==> config.mk <==
export PLATFORM = sky130hd
export DESIGN_NAME = spi_flash_xip_apb_flat
export DESIGN_NICKNAME = d
export VERILOG_FILES = /design/src/rtl/spi_xip_pkg.sv /design/src/rtl/spi_flash_xip_apb_if.sv /design/src/rtl/spi_xip_shifter.sv /design/src/rtl/spi_flash_xip_apb.sv /design/src/flat_wrapper.sv
export SDC_FILE = /design/constraint.sdc
export NUM_CORES = 1
export LEC_CHECK = 0
export ABC_AREA = 1
export CAP_MARGIN = 10
export CORE_UTILIZATION = 56
export CTS_BUF_LIST = sky130_fd_sc_hd__clkbuf_4 sky130_fd_sc_hd__clkbuf_8
export DETAILED_ROUTE_END_ITERATION = 8
export PLACE_DENSITY = 0.86
export SYNTH_ARGS = -nofsm -noshare
export SYNTH_HDL_FRONTEND = slang
export SYNTH_SLANG_ARGS = --single-unit
==> constraint.sdc <==
create_clock -name clk -period 2.4 [get_ports clk]
set_clock_uncertainty 0.05 [all_clocks]
set_input_delay 0.36 -clock clk [delete_from_list [all_inputs] [get_ports clk]]
set_output_delay 0.36 -clock clk [all_outputs]
set_load 0.01 [all_outputs]
==> src/rtl/spi_xip_pkg.sv <==
// Shared types and constants for the APB-attached SPI flash execute-in-place reader.
package spi_xip_pkg;

    typedef enum logic [2:0] {
        StIdle,
        StCmd,
        StAddr,
        StDummy,
        StData,
        StDone
    } state_e;

    localparam logic [2:0] CsrDivOff     = 3'h0;
    localparam logic [2:0] CsrCfgOff     = 3'h4;
    localparam logic [7:0] DefaultOpcode = 8'h03;

    localparam int unsigned CmdBits  = 8;
    localparam int unsigned AddrBits = 24;
    localparam int unsigned DataBits = 32;

endpackage

==> src/rtl/spi_flash_xip_apb_if.sv <==
// APB slave bus bundle for the SPI flash reader.
interface spi_flash_xip_apb_if;

    logic [31:0] in_paddr;
    logic        in_psel;
    logic        in_penable;
    logic [2:0]  in_pprot;
    logic        in_pwrite;
    logic [31:0] in_pwdata;
    logic [3:0]  in_pstrb;
    logic        in_pready;
    logic [31:0] in_prdata;
    logic        in_pslverr;

    modport master (
        output in_paddr, in_psel, in_penable, in_pprot, in_pwrite, in_pwdata, in_pstrb,
        input  in_pready, in_prdata, in_pslverr
    );

    modport slave (
        input  in_paddr, in_psel, in_penable, in_pprot, in_pwrite, in_pwdata, in_pstrb,
        output in_pready, in_prdata, in_pslverr
    );

endinterface

==> src/rtl/spi_xip_shifter.sv <==
// SPI mode-0 bit engine: clock divider, sck generation, bit counter and a 32-bit shift pair.
// Shifts nbits bits continuously after start; MOSI refills with ones once the TX word drains.
module spi_xip_shifter #(
    parameter int unsigned DIV_WIDTH = 8
) (
    input  logic                 clk,
    input  logic                 rst,
    input  logic                 start,
    input  logic [DIV_WIDTH-1:0] div,
    input  logic [6:0]           nbits,
    input  logic [31:0]          tx_data,
    input  logic                 miso,
    output logic                 sck,
    output logic                 mosi,
    output logic [6:0]           bit_cnt,
    output logic                 bit_end,
    output logic [31:0]          rx_data
);

    logic                 busy_q;
    logic                 sck_q;
    logic [DIV_WIDTH-1:0] div_cnt_q;
    logic [6:0]           bit_cnt_q;
    logic [31:0]          tx_q;
    logic [31:0]          rx_q;
    logic                 tick;

    assign tick    = busy_q && (div_cnt_q == div);
    assign bit_end = tick && sck_q;

    always_ff @(posedge clk) begin
        if (rst) begin
            busy_q    <= 1'b0;
            sck_q     <= 1'b0;
            div_cnt_q <= '0;
            bit_cnt_q <= '0;
            tx_q      <= '1;
            rx_q      <= '0;
        end else if (start) begin
            busy_q    <= 1'b1;
            sck_q     <= 1'b0;
            div_cnt_q <= '0;
            bit_cnt_q <= '0;
            tx_q      <= tx_data;
        end else if (busy_q) begin
            if (tick) begin
                div_cnt_q <= '0;
                sck_q     <= ~sck_q;
                if (!sck_q) begin
                    // Sample on the same edge that raises sck.
                    rx_q <= {rx_q[30:0], miso};
                end else begin
                    tx_q      <= {tx_q[30:0], 1'b1};
                    bit_cnt_q <= bit_cnt_q + 7'd1;
                    if (bit_cnt_q == nbits - 7'd1) begin
                        busy_q <= 1'b0;
                    end
                end
            end else begin
                div_cnt_q <= div_cnt_q + DIV_WIDTH'(1);
            end
        end
    end

    assign sck     = sck_q;
    assign mosi    = tx_q[31];
    assign bit_cnt = bit_cnt_q;
    assign rx_data = rx_q;

endmodule

==> src/rtl/spi_flash_xip_apb.sv <==
// APB slave mapping a read-only SPI flash window plus DIV/CFG control registers.
// Each flash read issues opcode, 24-bit word address, optional dummy bits and 32 data bits.
module spi_flash_xip_apb
    import spi_xip_pkg::*;
#(
    parameter logic [31:0]          FLASH_BASE  = 32'h3000_0000,
    parameter logic [31:0]          FLASH_END   = 32'h3fff_ffff,
    parameter logic [31:0]          CSR_BASE    = 32'h1000_1000,
    parameter int unsigned          SS_NUM      = 8,
    parameter int unsigned          DIV_WIDTH   = 8,
    parameter logic [DIV_WIDTH-1:0] DEFAULT_DIV = '0
) (
    input  logic                     clk,
    input  logic                     rst,
    spi_flash_xip_apb_if.slave       apb,
    output logic                     spi_sck,
    output logic [SS_NUM-1:0]        spi_ss,
    output logic                     spi_mosi,
    input  logic                     spi_miso,
    output logic                     spi_irq_out
);

    state_e               state_q;
    logic [DIV_WIDTH-1:0] div_q, cap_div_q;
    logic [7:0]           cfg_opcode_q;
    logic [3:0]           cfg_dummy_q, cap_dummy_q;
    logic [2:0]           cfg_ss_q;
    logic [31:0]          cap_tx_q;
    logic                 start_q;
    logic                 pready_q;
    logic [31:0]          prdata_q;
    logic [SS_NUM-1:0]    ss_q;

    logic        access, in_flash, in_csr, ss_ok, csr_acc, err, flash_go, cfg_sel;
    logic [31:0] csr_rdata;
    logic [6:0]  nbits, bit_cnt;
    logic        bit_end;
    logic [31:0] rx_data;
    logic        unused_apb;

    assign unused_apb = ^{apb.in_pprot, apb.in_pstrb, apb.in_pwdata};

    // Bus decode is only live while idle; the bus cannot start a new access mid-read.
    assign access   = apb.in_psel && apb.in_penable && (state_q == StIdle);
    assign in_flash = (apb.in_paddr >= FLASH_BASE) && (apb.in_paddr <= FLASH_END);
    assign in_csr   = (apb.in_paddr[31:3] == CSR_BASE[31:3]);
    assign ss_ok    = 32'(cfg_ss_q) < SS_NUM;
    assign cfg_sel  = ({apb.in_paddr[2], 2'b00} == CsrCfgOff);
    assign csr_acc  = access && in_csr;
    assign err      = access && !in_csr && (!in_flash || apb.in_pwrite || !ss_ok);
    assign flash_go = access && !in_csr && in_flash && !apb.in_pwrite && ss_ok;

    always_comb begin
        csr_rdata = '0;
        if (cfg_sel) begin
            csr_rdata = {17'b0, cfg_ss_q, cfg_dummy_q, cfg_opcode_q};
        end else if ({apb.in_paddr[2], 2'b00} == CsrDivOff) begin
            csr_rdata = 32'(div_q);
        end
    end

    always_ff @(posedge clk) begin
        if (rst) begin
            div_q        <= DEFAULT_DIV;
            cfg_opcode_q <= DefaultOpcode;
            cfg_dummy_q  <= '0;
            cfg_ss_q     <= '0;
        end else if (csr_acc && apb.in_pwrite) begin
            if (cfg_sel) begin
                cfg_opcode_q <= apb.in_pwdata[7:0];
                cfg_dummy_q  <= apb.in_pwdata[11:8];
                cfg_ss_q     <= apb.in_pwdata[14:12];
            end else begin
                div_q <= apb.in_pwdata[DIV_WIDTH-1:0];
            end
        end
    end

    assign nbits = 7'(CmdBits + AddrBits + DataBits) + 7'(cap_dummy_q);

    always_ff @(posedge clk) begin
        if (rst) begin
            state_q     <= StIdle;
            ss_q        <= '1;
            start_q     <= 1'b0;
            pready_q    <= 1'b0;
            prdata_q    <= '0;
            cap_tx_q    <= '0;
            cap_div_q   <= '0;
            cap_dummy_q <= '0;
        end else begin
            start_q  <= 1'b0;
            pready_q <= 1'b0;
            unique case (state_q)
                StIdle: begin
                    prdata_q <= '0;
                    if (flash_go) begin
                        state_q     <= StCmd;
                        ss_q        <= ~(SS_NUM'(1) << cfg_ss_q);
                        start_q     <= 1'b1;
                        cap_tx_q    <= {cfg_opcode_q, apb.in_paddr[23:2], 2'b00};
                        cap_div_q   <= div_q;
                        cap_dummy_q <= cfg_dummy_q;
                    end
                end
                StCmd: begin
                    if (bit_end && bit_cnt == 7'(CmdBits - 1)) begin
                        state_q <= StAddr;
                    end
                end
                StAddr: begin
                    if (bit_end && bit_cnt == 7'(CmdBits + AddrBits - 1)) begin
                        state_q <= (cap_dummy_q == 4'd0) ? StData : StDummy;
                    end
                end
                StDummy: begin
                    if (bit_end && bit_cnt == 7'(CmdBits + AddrBits - 1) + 7'(cap_dummy_q)) begin
                        state_q <= StData;
                    end
                end
                StData: begin
                    if (bit_end && bit_cnt == nbits - 7'd1) begin
                        state_q  <= StDone;
                        ss_q     <= '1;
                        pready_q <= 1'b1;
                        // First byte on the wire lands in the low byte of the word.
                        prdata_q <= {rx_data[7:0], rx_data[15:8], rx_data[23:16], rx_data[31:24]};
                    end
                end
                StDone: begin
                    state_q  <= StIdle;
                    prdata_q <= '0;
                end
                default: state_q <= StIdle;
            endcase
        end
    end

    spi_xip_shifter #(
        .DIV_WIDTH (DIV_WIDTH)
    ) u_shifter (
        .clk     (clk),
        .rst     (rst),
        .start   (start_q),
        .div     (cap_div_q),
        .nbits   (nbits),
        .tx_data (cap_tx_q),
        .miso    (spi_miso),
        .sck     (spi_sck),
        .mosi    (spi_mosi),
        .bit_cnt (bit_cnt),
        .bit_end (bit_end),
        .rx_data (rx_data)
    );

    assign apb.in_pready  = pready_q | csr_acc | err;
    assign apb.in_pslverr = err;
    assign apb.in_prdata  = prdata_q | ((csr_acc && !apb.in_pwrite) ? csr_rdata : 32'h0);
    assign spi_ss         = ss_q;
    assign spi_irq_out    = 1'b0;

endmodule

==> src/flat_wrapper.sv <==
// flat-port wrapper written by rule: the top's interface ports become plain ports
module spi_flash_xip_apb_flat import spi_xip_pkg::*;
#(
    parameter logic [31:0]          FLASH_BASE  = 32'h3000_0000,
    parameter logic [31:0]          FLASH_END   = 32'h3fff_ffff,
    parameter logic [31:0]          CSR_BASE    = 32'h1000_1000,
    parameter int unsigned          SS_NUM      = 8,
    parameter int unsigned          DIV_WIDTH   = 8,
    parameter logic [DIV_WIDTH-1:0] DEFAULT_DIV = '0
)
  (clk, rst, spi_sck, spi_ss, spi_mosi, spi_miso, spi_irq_out, apb_in_paddr, apb_in_psel, apb_in_penable, apb_in_pprot, apb_in_pwrite, apb_in_pwdata, apb_in_pstrb, apb_in_pready, apb_in_prdata, apb_in_pslverr);
  spi_flash_xip_apb_if apb_i ();
  input  logic clk;
  input  logic rst;
  output logic spi_sck;
  output logic [SS_NUM-1:0] spi_ss;
  output logic spi_mosi;
  input  logic spi_miso;
  output logic spi_irq_out;
  input wire logic [$bits(apb_i.in_paddr)-1:0] apb_in_paddr;
  input wire logic [$bits(apb_i.in_psel)-1:0] apb_in_psel;
  input wire logic [$bits(apb_i.in_penable)-1:0] apb_in_penable;
  input wire logic [$bits(apb_i.in_pprot)-1:0] apb_in_pprot;
  input wire logic [$bits(apb_i.in_pwrite)-1:0] apb_in_pwrite;
  input wire logic [$bits(apb_i.in_pwdata)-1:0] apb_in_pwdata;
  input wire logic [$bits(apb_i.in_pstrb)-1:0] apb_in_pstrb;
  output wire logic [$bits(apb_i.in_pready)-1:0] apb_in_pready;
  output wire logic [$bits(apb_i.in_prdata)-1:0] apb_in_prdata;
  output wire logic [$bits(apb_i.in_pslverr)-1:0] apb_in_pslverr;
  assign apb_i.in_paddr = apb_in_paddr;
  assign apb_i.in_psel = apb_in_psel;
  assign apb_i.in_penable = apb_in_penable;
  assign apb_i.in_pprot = apb_in_pprot;
  assign apb_i.in_pwrite = apb_in_pwrite;
  assign apb_i.in_pwdata = apb_in_pwdata;
  assign apb_i.in_pstrb = apb_in_pstrb;
  assign apb_in_pready = apb_i.in_pready;
  assign apb_in_prdata = apb_i.in_prdata;
  assign apb_in_pslverr = apb_i.in_pslverr;
  spi_flash_xip_apb #(.FLASH_BASE(FLASH_BASE), .FLASH_END(FLASH_END), .CSR_BASE(CSR_BASE), .SS_NUM(SS_NUM), .DIV_WIDTH(DIV_WIDTH), .DEFAULT_DIV(DEFAULT_DIV)) u_core (.clk(clk), .rst(rst), .apb(apb_i), .spi_sck(spi_sck), .spi_ss(spi_ss), .spi_mosi(spi_mosi), .spi_miso(spi_miso), .spi_irq_out(spi_irq_out));
endmodule
## Word level (Yosys, flattened, before mapping)

Index checks and enable logic that the tools add are counted.

| operators by class | value |
|---|---|
| shifts and indexed selects | 1 |
| add/subtract/negate cells | 5 |
| $mul | 0 |
| eq/ne operators | 16 |
| magnitude comparators | 2 |
| multiplexer cells | 26 |
| divide/modulo/power cells | 0 |
| bitwise operators | 9 |
| reduce and logical (&&, ||, !) cells | 41 |

Operator list:

| cell | number |
|---|---|
| $mux W32 | 6 |
| $pmux W32 S2 | 1 |
| $ge A32 B30 Y1 const B | 1 |
| $le A32 B30 Y1 const B | 1 |
| $or A32 B32 Y32 | 1 |
| $eq A29 B26 Y1 const B | 1 |
| $mux W8 | 3 |
| $mux W3 | 6 |
| $logic_and A1 B1 Y1 | 16 |
| $pmux W8 S2 | 1 |
| $mux W15 | 1 |
| $pmux W3 S5 | 1 |
| $eq A7 B7 Y1 | 2 |
| $ne A2 B1 Y1 const B | 5 |
| $reduce_and A2 Y1 | 5 |
| $reduce_bool A2 Y1 | 5 |
| $reduce_and A3 Y1 | 3 |
| $add A8 B1 Y8 const B | 1 |
| $eq A8 B8 Y1 | 1 |
| $not A8 Y8 | 1 |
| $reduce_or A2 Y1 | 4 |
| $shl A1 B3 Y8 const A | 1 |
| $add A7 B1 Y7 const B | 1 |
| $add A7 B4 Y7 const A | 1 |
| other kinds (16) | 31 |

| word-level totals | value |
|---|---|
| bits in registers | 191 |
| output and inout bits | 45 |
| memories kept | 0 |
| memory bits (read-only) | 0 |
| word-level logic and storage cells | 118 |
| bits in latches | 0 |
| input bits | 77 |
| RAM bits | 0 |

## Longest topological paths before layout

| depth | value |
|---|---|
| depth in word-level cells | 8 |
| mapped depth | 15 |
| mapped depth without buffers | 15 |

## By module

A second synthesis with hierarchy kept.

| unflattened totals | value |
|---|---|
| cells, all modules | 1209 |
| area total of the unflattened synthesis | 8723.4 um2 |

Modules (own cells, without submodules):

| module | area each (um2) | cells each | instances | sequential area each (um2) |
|---|---|---|---|---|
| spi_flash_xip_apb | 5076.1 | 698 | 1 | 2202.1 |
| spi_xip_shifter | 3647.2 | 511 | 1 | 1621.6 |

## Least setup slack after synthesis

OpenSTA, ideal clock, no wires.

| timing | value |
|---|---|
| path type | input to output |
| start point | input port apb_in_paddr[27] |
| end point | output port apb_in_prdata[10] |
| buffers on the path | 1 |
| slack | 429 ps |
| data required time | 1990 ps |
| data arrival time | 1561 ps |
| cell stages on the path | 8 |
| cell sequence | nor3b_1 > nand2_1 > nor2_1 > nand2_1 > nor3_2 > nand2_1 > clkbuf_1 > o21bai_1 |

| on the way | value |
|---|---|
| longest elaborated chain between the ends | 5 |

Ends and longest elaborated chain:

| item | RTL line | text |
|---|---|---|
| start, declared | flat_wrapper.sv:20 | `input wire logic [$bits(apb_i.in_paddr)-1:0] apb_in_paddr;` |
| $eq A29 B26 Y1 | spi_flash_xip_apb.sv:46 | `assign in_csr = (apb.in_paddr[31:3] == CSR_BASE[31:3]);` |
| $logic_and A1 B1 Y1 | spi_flash_xip_apb.sv:49 | `assign csr_acc = access && in_csr;` |
| $logic_and A1 B1 Y1 | spi_flash_xip_apb.sv:158 | `assign apb.in_prdata = prdata_q \| ((csr_acc && !apb.in_pwrite) ? csr_rdata : 32'h0);` |
| $mux W32 | spi_flash_xip_apb.sv:158 |  |
| $or A32 B32 Y32 | spi_flash_xip_apb.sv:158 |  |
| end, declared | flat_wrapper.sv:28 | `output wire logic [$bits(apb_i.in_prdata)-1:0] apb_in_prdata;` |

No other way between the ends.

## Final worst setup path

| timing | value |
|---|---|
| start point | register u_core.cap_dummy_q[0] |
| end point | register u_core.prdata_q[12] |

| on the way | value |
|---|---|
| longest elaborated chain between the ends | 6 |

Ends and longest elaborated chain:

| item | RTL line | text |
|---|---|---|
| start, declared | spi_flash_xip_apb.sv:26 | `logic [3:0] cfg_dummy_q, cap_dummy_q;` |
| start signal, assigned | spi_flash_xip_apb.sv:103 | `cap_dummy_q <= cfg_dummy_q;` |
| $add A7 B4 Y7 | spi_flash_xip_apb.sv:79 | `assign nbits = 7'(CmdBits + AddrBits + DataBits) + 7'(cap_dummy_q);` |
| $sub A7 B1 Y7 | spi_flash_xip_apb.sv:122 | `if (bit_end && bit_cnt == nbits - 7'd1) begin` |
| $eq A7 B7 Y1 | spi_flash_xip_apb.sv:122 |  |
| $logic_and A1 B1 Y1 | spi_flash_xip_apb.sv:122 |  |
| $ne A2 B1 Y1 (no line) | n/a |  |
| $reduce_and A2 Y1 (no line) | n/a |  |
| end signal, assigned | spi_flash_xip_apb.sv:127 | `prdata_q <= {rx_data[7:0], rx_data[15:8], rx_data[23:16], rx_data[31:24]};` |
| end, declared | spi_flash_xip_apb.sv:31 | `logic [31:0] prdata_q;` |

No other way between the ends.
A chain may end at the register's enable or synchronous reset.

==> impl_metrics.json <==
{
  "status": "finished clean",
  "syn_avg_cell_area_sq_um": 7.300,
  "max_freq_mhz": 435.4,
  "fin_area_sq_mm": 0.009822,
  "hold_path_class": "in -> reg",
  "fp.dieH_um": 123.3,
  "yosys_register_bits": 191,
  "layout_commonest_cell": "nand2_1",
  "drcViolationCount": 0,
  "dp_hpwl_mm": 13.41,
  "p_comb_share_pct": 21.3,
  "n_fill_cell": 1128,
  "path_class": "reg -> reg",
  "antenna_found_initial": 0,
  "seq_area_sq_mm": 0.003826,
  "dp.cells": 1365,
  "fin_util_pct": 69.68,
  "clk_path_buf_depth": 2,
  "track_usage_pct": 27.40,
  "net-switching-power_w": 0.002115,
  "insertion_delay_ns": 0.48,
  "hold_viol_final": 0,
  "cts_max_level": 4,
  "ios": 122,
  "numCtsBuffers": 17,
  "fin_cells": 1399,
  "syn2layout_area_growth_pct": 19.28,
  "finalSetupViolCount": 0,
  "drive_above_1_share_pct": 11.48,
  "tightest_slew_ns": 0.5430,
  "syn_area_sq_mm": 0.008234,
  "critPathArrivalTime_ns": 2.60,
  "ant_nets": 0,
  "cp.required_ns": 2.71,
  "dpl_worst_slack_ns": -0.5666,
  "clkPwrFrac_pct": 30.2,
  "grt_max_degree": 63,
  "cts_hold_buf": 0,
  "total_power_w": 0.007214,
  "grt_first_pass_wirelength_mm": 32.73,
  "seq_power_share_pct": 48.5,
  "drtIter0Drc": 586,
  "synth_nets": 1208,
  "relSlewSlack_pct": 63.72,
  "wl_per_cell_um": 14.47,
  "grt_pass1_vias": 6998,
  "p_leak_nw": 4.320,
  "p_per_area_mw_per_mm2": 734.5,
  "switching_share_pct": 29.32,
  "wirelength_mm": 20.24,
  "fin_nets": 1287,
  "mostFrequentLayoutCells": "nand2_1, dfxtp_1, o21ai_0",
  "worst_slack_ns": 0.1035,
  "num_rows": 43,
  "num_vias": 7680,
  "worstPathMaxFanout": 16,
  "finalCriticalPeriod_ns": 2.296,
  "slew_violations": 0,
  "die_area_sq_mm": 0.01519,
  "seq_area_frac_synth_pct": 46.44,
  "cp-start-kind": "register",
  "multiInputGateArea_sq_mm": 0.003711,
  "syn-instance-count": 1128,
  "start_util_pct": 58.41,
  "post_dp_cell_area_sq_mm": 0.009383,
  "cts-root-buf": "clkbuf_8",
  "core_area_sq_mm": 0.01410,
  "die_w_um": 123.3,
  "maxCapViolations": 0,
  "n_antenna_cell": 0,
  "tritoncts": "done",
  "overflow": 0,
  "cts_sinks": 191,
  "yosysWarnings": 0,
  "portBuffers": 94,
  "p_int_w": 0.005099,
  "clk_pin_slew_ns": 0.10,
  "vdd_drop_max_mv": 0.5713,
  "min_period_over_period_pct": 95.69,
  "vias_per_cell": 5.490,
  "crit_path_end_kind": "register",
  "place.gp.congestion": 0.9099,
  "drt-pass1-iter-count": 7,
  "synth_cell_type_count": 43
}
-- path summary, 6_finish.rpt --
path	slack [ns]	end	cells past startpoint	start
max	0.10	u_core.prdata_q[12]	12	u_core.cap_dummy_q[0]
min	0.12	u_core.cap_tx_q[11]	3	apb_in_paddr[11]
max reg2reg	0.10	u_core.prdata_q[12]	12	u_core.cap_dummy_q[0]
min reg2reg	0.40	u_core.cap_tx_q[25]	2	u_core.cap_tx_q[25]
-- cells by family after synthesis --
kind of cell / after synthesis / share of synthesized area [%]
AOI/OAI and AO/OA: 282 / 18.16
adders and majority gates: 3 / 0.4559
muxes: 8 / 0.9725
DFF: 191 / 46.44
other: 1 / 0.04554
xor gates and xnor gates: 8 / 0.8510
buffers and inverters: 185 / 9.755
and+or+nand+nor: 450 / 23.32
-- what timing repair did --
action | in CTS | in global routing
setup endpoints to repair | 21 | 81
buffers inserted | 2 | 0
gates resized for setup | 107 | 51
gates cloned | 1 | 1
pin swaps | 5 | 27
-- cells in the mapped netlist (all sizes together) --
cell type | instances | area (sq um)
nand2 | 204 | 783.3
dfxtp | 191 | 3824
o21ai | 169 | 845.8
nor2 | 146 | 568.0
inv | 104 | 390.4
a21oi | 84 | 431.7
nand3 | 59 | 317.8
clkbuf | 51 | 192.7
buf | 29 | 216.5
nor3 | 29 | 172.7
o21bai | 15 | 112.6
mux2i | 8 | 80.08
a211oi | 7 | 52.55
xor2 | 7 | 61.31
nand4 | 5 | 31.28
ha | 3 | 37.54
o211ai | 3 | 22.52
and2 | 2 | 12.52
nor3b | 2 | 15.01
a31oi | 1 | 6.260
clkinv | 1 | 3.750
conb | 1 | 3.750
nand3b | 1 | 7.510
nor4 | 1 | 6.260
o2111ai | 1 | 8.760
o21a | 1 | 7.510
o31ai | 1 | 7.510
or3 | 1 | 6.260
xnor2 | 1 | 8.760
-- final cells by class --
class / count / area share (%)
flip-flops and latches: 191 / 38.96
multi-input cells: 753 / 37.78
clock buffers: 21 / 2.879
inverters: 105 / 4.025
well taps: 180 / 2.293
clock inverters: 10 / 1.287
repair buffers: 139 / 12.78
-- stage by stage --
step	setup TNS [ns]	hold slack [ns]
2_1_floorplan	0	0.3745
4_1_cts	0	0.2360
6_report	0	0.1240
3_5_place_dp	-8.180	0.3877
5_1_grt	-0.04019	0.1327
3_3_place_gp	-7.498	0.3828
-- power groups by stage --
| stage | Combinational [W] | Sequential (W) | Clock, W |
|---|---|---|---|
| after global routing | 0.00171 | 0.00352 | 0.00231 |
| final | 0.00154 | 0.00350 | 0.00218 |
| after global placement | 0.00151 | 0.00356 | 0 |
| after CTS | 0.00149 | 0.00349 | 0.00219 |
| after detailed placement | 0.00153 | 0.00356 | 0 |
| after floorplan | 0.000944 | 0.00356 | 0 |
-- registers in the layout, summed over array words and instances, names as in the netlist, 30 cells and up --
| signal | cells |
|---|---|
| u_core.cap_tx_q | 30 |
| u_core.prdata_q | 32 |
| u_core.u_shifter.rx_data | 32 |
| u_core.u_shifter.tx_q | 32 |
-- layer usage --
layer	up-vias	wire length [um]	GRT usage (%)
met3	45	1214	5.489
met4	0	514	9.488
met1	3562	8570	34.09
met5	-	0	0
met2	269	9941	47.10
li1	3804	-	-
-- critical path: stages (launching register included) --
cell and delay, ns:
dfxtp_1 0.36, inv_2 0.07, ha_2 0.31, xnor2_1 0.13, nor2_1 0.13, nand3_1 0.13
nor2_2 0.16, nand2_1 0.10, nor2_4 0.16, nand2_8 0.13, buf_4 0.20, o21ai_1 0.16
nor3_1 0.07
No activity file was read; power rests on OpenSTA's default activity.
